<file path="config.mk">
export PLATFORM = sky130hd
export DESIGN_NAME = led_pattern_monitor
export DESIGN_NICKNAME = d
export VERILOG_FILES = /design/src/rtl/led_pattern_monitor.sv
export SDC_FILE = /design/constraint.sdc
export NUM_CORES = 1
export LEC_CHECK = 0
export ABC_CLOCK_PERIOD_IN_PS = 19350
export CELL_PAD_IN_SITES_DETAIL_PLACEMENT = 1
export CELL_PAD_IN_SITES_GLOBAL_PLACEMENT = 2
export CORE_ASPECT_RATIO = 0.7
export CORE_MARGIN = 2
export CORE_UTILIZATION = 42
export DETAILED_ROUTE_END_ITERATION = 8
export PLACE_DENSITY = 0.94
export SYNTH_ARGS = -nofsm -noshare
export SYNTH_HDL_FRONTEND = slang
export SYNTH_SLANG_ARGS = --single-unit
</file>
<file path="constraint.sdc">
create_clock -name clk -period 19.35 [get_ports clk]
set_input_delay 2.9025 -clock clk [delete_from_list [all_inputs] [get_ports clk]]
set_output_delay 2.9025 -clock clk [all_outputs]
set_load 0.005 [all_outputs]
</file>
<file path="src/rtl/led_pattern_monitor.sv">
// Observer for the bound_flasher LED bus: decodes the thermometer lamp pattern into
// level/direction, flags illegal patterns and oversize steps, and logs turn-points in a FIFO.
module led_pattern_monitor #(
    parameter int WIDTH    = 16,
    parameter int MAX_STEP = 1,
    parameter int TP_DEPTH = 8,
    parameter int LW       = 5
) (
    input  logic             clk,
    input  logic             rst,
    input  logic [WIDTH-1:0] led,
    input  logic             flick,
    output logic [LW-1:0]    level,
    output logic [1:0]       dir,
    output logic             err,
    output logic [1:0]       err_code,
    output logic             turn_pulse,
    output logic             seq_done,
    output logic [7:0]       turn_cnt,
    input  logic             tp_rd_en,
    output logic [LW+1:0]    tp_rd_data,
    output logic             tp_empty,
    output logic             tp_full,
    output logic             tp_ovf
);

    localparam int AW = (TP_DEPTH > 1) ? $clog2(TP_DEPTH) : 1;

    typedef enum logic [1:0] {
        IDLE = 2'b00,
        UP   = 2'b01,
        DOWN = 2'b10
    } state_t;

    state_t            state, state_next;
    logic [WIDTH-1:0]  led_q;
    logic              flick_q;
    logic [WIDTH:0]    led_inc;
    logic              legal;
    logic [LW-1:0]     cur;
    logic [LW-1:0]     diff;
    logic              step_bad;
    logic              kick;
    logic [LW-1:0]     level_next;
    logic              turn;
    logic              seq_next;
    logic [LW+1:0]     tp_entry;
    logic              prev_valid;
    logic [LW+1:0]     mem [TP_DEPTH];
    logic [AW-1:0]     wr_ptr, rd_ptr;
    logic [AW:0]       count;
    logic              push, pop;

    // Input stage is deliberately not reset so the first sample after reset is the live bus.
    always_ff @(posedge clk) begin
        led_q   <= led;
        flick_q <= flick;
    end

    // 2^k-1 is the only form where x & (x+1) is zero.
    assign led_inc = {1'b0, led_q} + {{WIDTH{1'b0}}, 1'b1};
    assign legal   = ((led_inc[WIDTH-1:0] & led_q) == '0);

    always_comb begin
        cur = '0;
        for (int unsigned i = 0; i < WIDTH; i++) begin
            cur = cur + LW'(led_q[i]);
        end
    end

    assign diff     = (cur > level) ? (cur - level) : (level - cur);
    assign step_bad = prev_valid && (diff > LW'(MAX_STEP));
    assign kick     = flick_q && (level < LW'(WIDTH));

    always_comb begin
        state_next = state;
        level_next = level;
        turn       = 1'b0;
        seq_next   = 1'b0;
        tp_entry   = '0;
        if (legal) begin
            level_next = cur;
            if (!prev_valid) begin
                state_next = (cur != '0) ? UP : IDLE;
            end else begin
                unique case (state)
                    IDLE: if (cur > level) state_next = UP;
                    UP: begin
                        if (cur < level) begin
                            state_next = DOWN;
                            turn       = 1'b1;
                            tp_entry   = {kick, 1'b1, level};
                        end
                    end
                    DOWN: begin
                        if (cur < level) begin
                            if (cur == '0) begin
                                seq_next   = 1'b1;
                                state_next = IDLE;
                            end
                        end else if (cur > level) begin
                            state_next = UP;
                            turn       = 1'b1;
                            tp_entry   = {1'b0, 1'b0, level};
                        end
                    end
                    default: state_next = IDLE;
                endcase
            end
        end
    end

    always_ff @(posedge clk) begin
        if (rst) state <= IDLE;
        else     state <= state_next;
    end

    assign tp_empty = (count == '0);
    assign tp_full  = (count == (AW+1)'(TP_DEPTH));
    assign pop      = tp_rd_en && !tp_empty;
    assign push     = turn && (!tp_full || pop);

    always_ff @(posedge clk) begin
        if (rst) begin
            level      <= '0;
            prev_valid <= 1'b0;
            err        <= 1'b0;
            err_code   <= 2'b00;
            turn_pulse <= 1'b0;
            seq_done   <= 1'b0;
            turn_cnt   <= '0;
            tp_ovf     <= 1'b0;
            wr_ptr     <= '0;
            rd_ptr     <= '0;
            count      <= '0;
        end else begin
            level      <= level_next;
            turn_pulse <= turn;
            seq_done   <= seq_next;
            if (legal) prev_valid <= 1'b1;
            if (!legal) begin
                err <= 1'b1;
                if (err_code == 2'b00) err_code <= 2'b01;
            end else if (step_bad) begin
                err <= 1'b1;
                if (err_code == 2'b00) err_code <= 2'b10;
            end
            if (turn && turn_cnt != 8'hFF) turn_cnt <= turn_cnt + 8'd1;
            if (turn && !push) tp_ovf <= 1'b1;
            if (push) wr_ptr <= wr_ptr + 1'b1;
            if (pop)  rd_ptr <= rd_ptr + 1'b1;
            if (push && !pop)      count <= count + 1'b1;
            else if (!push && pop) count <= count - 1'b1;
        end
    end

    always_ff @(posedge clk) begin
        if (push) mem[wr_ptr] <= tp_entry;
    end

    assign tp_rd_data = tp_empty ? '0 : mem[rd_ptr];
    assign dir        = state;

endmodule

</file>
==> flow_summary.ini <==
[logic_synthesis]
syn_area_mm2 = 0.00531
syn-mean-instance-area_um2 = 12.2
yosys_warnings = 0
synth_cell_type_count = 66
synth_cells = 435
syn-num-nets = 494
ys_seq_elements = 108
async_reset_ff_share_pct = 0
synthFlopType = edfxtp_1
seq_area_frac_synth_pct = 51.3
synth_edf_count = 56

[floorplanning]
die_w_um = 138
die_area_mm2 = 0.0136
initial_core_util_pct = 42.9
coreArea_mm2 = 0.0124
rows = 34
pin_count = 50
die_y_um = 98.1

[cts]
cts_tree = built
htree_levels = 3
cts-hold-fix-buffers = 0
ctsResizeCount = 0
cts_root_buf = clkbuf_16
cts.path.max_buffers = 2
path_clk_slew_ps = 80
cts_buffers = 9
worstSkewPairLatency_ps = 350
cts.sinks = 108
postCtsSetupBuffers = 0

[cells_and_area]
mostFrequentLayoutCells = edfxtp_1 (56), dfxtp_1 (52), clkdlybuf4s50_1 (49), inv_1 (41), nor2_1 (35)
multi_input_comb_area_mm2 = 0.00238
num_antenna_cells = 0
fill_cells = 1290
area_delta_synth_final_pct = 18.3
mostFrequentLayoutCell = edfxtp_1
drive_gt1_share_pct = 12.4
utilization_pct = 50.8
nets = 544
regArea_mm2 = 0.00272

[global_route]
overflow = 0
grt_pass1_vias = 3991
use_met1_pct = 27.2
antenna_found_initial = 0
use_met2_pct = 33.5
grt_pass1_wl_mm = 21.6
grt_busiest_layer = met2
grt_usage_pct = 20.4
grt_max_degree = 34
gr-usage-met3_pct = 4.81

[route]
routedWlPerCell_um = 20.2
via_count = 3665
drc = 0
totalWireLength_mm = 13.2
postRouteAntennaNets = 0
viasPerCell = 5.62
drt_first_iter_violations = 220
dr.pass1.iters = 4

[placed_design]
dp_hpwl_mm = 9.55
gp_congestion = 0.858
io_buffers = 49

[critical_path]
r2r_cells = 24
cp_max_fo = 9
critPathCaptureType = flop
critPathLaunchType = flop
cp.arrival_ps = 7350
r2r-end = count[3]
cp_data_required_time_ps = 19630
r2r-start = led_q[0]
cp-startpoint = led_q[0]
crit_type = flop to flop
reg2reg_slack_ps = 12280

[timing]
fin_crit_ps = 7070
period_share_pct = 36.5
setup_viol = 0
finalMaxSlewViolations = 0
slew_headroom_pct = 8.72
grt_setup_unrepaired = no
fmax_ghz = 0.141
hold_viol = 0
finClkSkew_ps = 6.03
tightest_slew_ps = 1360
finalSetupTns_ps = 0

[pwr]
irDropWorstVdd_uv = 61.7
p_leak_uw = 0.00233
power_density_mw_per_mm2 = 120

[worst_hold_path]
min-delay-path-class = flop to flop
min_from = err_code[0]
min_to = err_code[0]
hold_path_depth = 2

[job]
maxCapViolations = 0

[status]
status = complete, no violations
## cell usage after synthesis (all sizes together), types with 3 or more instances
cell,instances,share of area [%]
o22ai,4,0.47
o21a,3,0.42
or2,5,0.59
nor2,35,2.5
inv,41,2.9
mux2,5,1.1
nand2b,4,0.47
fa,13,4.9
nand4,6,1.1
mux4,14,5.9
nor4b,4,0.78
edfxtp,56,32
dfxtp,52,20
nor3,14,1.5
o41ai,3,0.64
a21oi,11,1.0
xor2,6,0.99
nand3,12,1.1
or3,3,0.35
nor2b,7,0.82
a21o,5,0.71
o21ai,9,0.85
buf,6,0.78
xnor2,3,0.49
nor4,11,1.7
o311ai,3,0.64
nand2,17,1.2
and3,6,0.71
ha,26,6.1
clkbuf,9,0.64
mux2i,16,3.0
## sequential cells by signal, summed over array words and instances, names as in the netlist, 2 cells and up, named ones only
signal and flops:
err_code 2, rd_ptr 3, wr_ptr 3, led_q 16
count 4, mem 56, turn_cnt 8, dir 2
level 5
## metal layers
layer	up-vias	wire length [µm]
met2	103	6280
met5	-	0
li1	1692	-
met3	16	747
met1	1854	6000
met4	0	161
## how the worst max path moves through the flow
| stage | to | slack, ps | depth (start not counted) |
|---|---|---|---|
| final | count[3] | 12280 | 24 |
| after floorplan | count[3] | 13140 | 25 |
| after global routing | count[3] | 11840 | 24 |
| after detailed placement | count[3] | 12290 | 24 |
| after global placement | count[3] | 12730 | 24 |
| after CTS | count[3] | 12270 | 24 |
## where the power goes
group	total [µW]	internal (µW)	switching, µW
combinational	312	147	165
clock	181	90.8	90.4
sequential	260	245	15.2
total	754	483	271
## stage by stage
stage	cells	setup slack (ps)	hold slack, ps	cell area (µm²)	power [µW]
finish	652	12280	505	6280	754
global route	652	11840	533	6280	801
detailed placement	636	12290	489	5990	575
floorplan	435	13140	465	5310	472
global placement	636	12730	478	5990	559
CTS	652	12270	521	6280	758
## cells by family (layout without fill, tap and decap cells)
family,Yosys count,count (layout),synth area share [%]
flops,108,108,51.3
buf+inv,56,111,4.31
simple gates,132,132,14.0
fa+ha+maj,39,39,11.0
xor+xnor,9,9,1.48
mux,35,35,10.0
compound gates,56,56,7.92
## area by class of cell
cell class | instances | area share, %
flip-flops and latches | 108 | 43.3
multi-input cells | 271 | 38.0
repair buffers | 54 | 8.40
clock buffers | 9 | 3.58
well taps | 162 | 3.23
inverters | 41 | 2.45
clock inverters | 7 | 1.06
## worst max-delay path: stages, from the launching register on
cell and delay [ps]:
dfxtp_1 420, inv_1 110, fa_1 570, fa_1 450
fa_1 490, fa_1 490, inv_1 40, ha_1 200
fa_1 430, xor2_1 200, ha_1 480, and3_1 220
o21ai_0 190, a21boi_0 490, a22o_1 290, nand4_4 200
inv_1 200, ha_1 210, inv_1 100, ha_1 290
a21o_1 180, a21oi_1 170, xnor2_1 100, or3_1 310
a21oi_1 160
(Power assumes the default switching activity.)
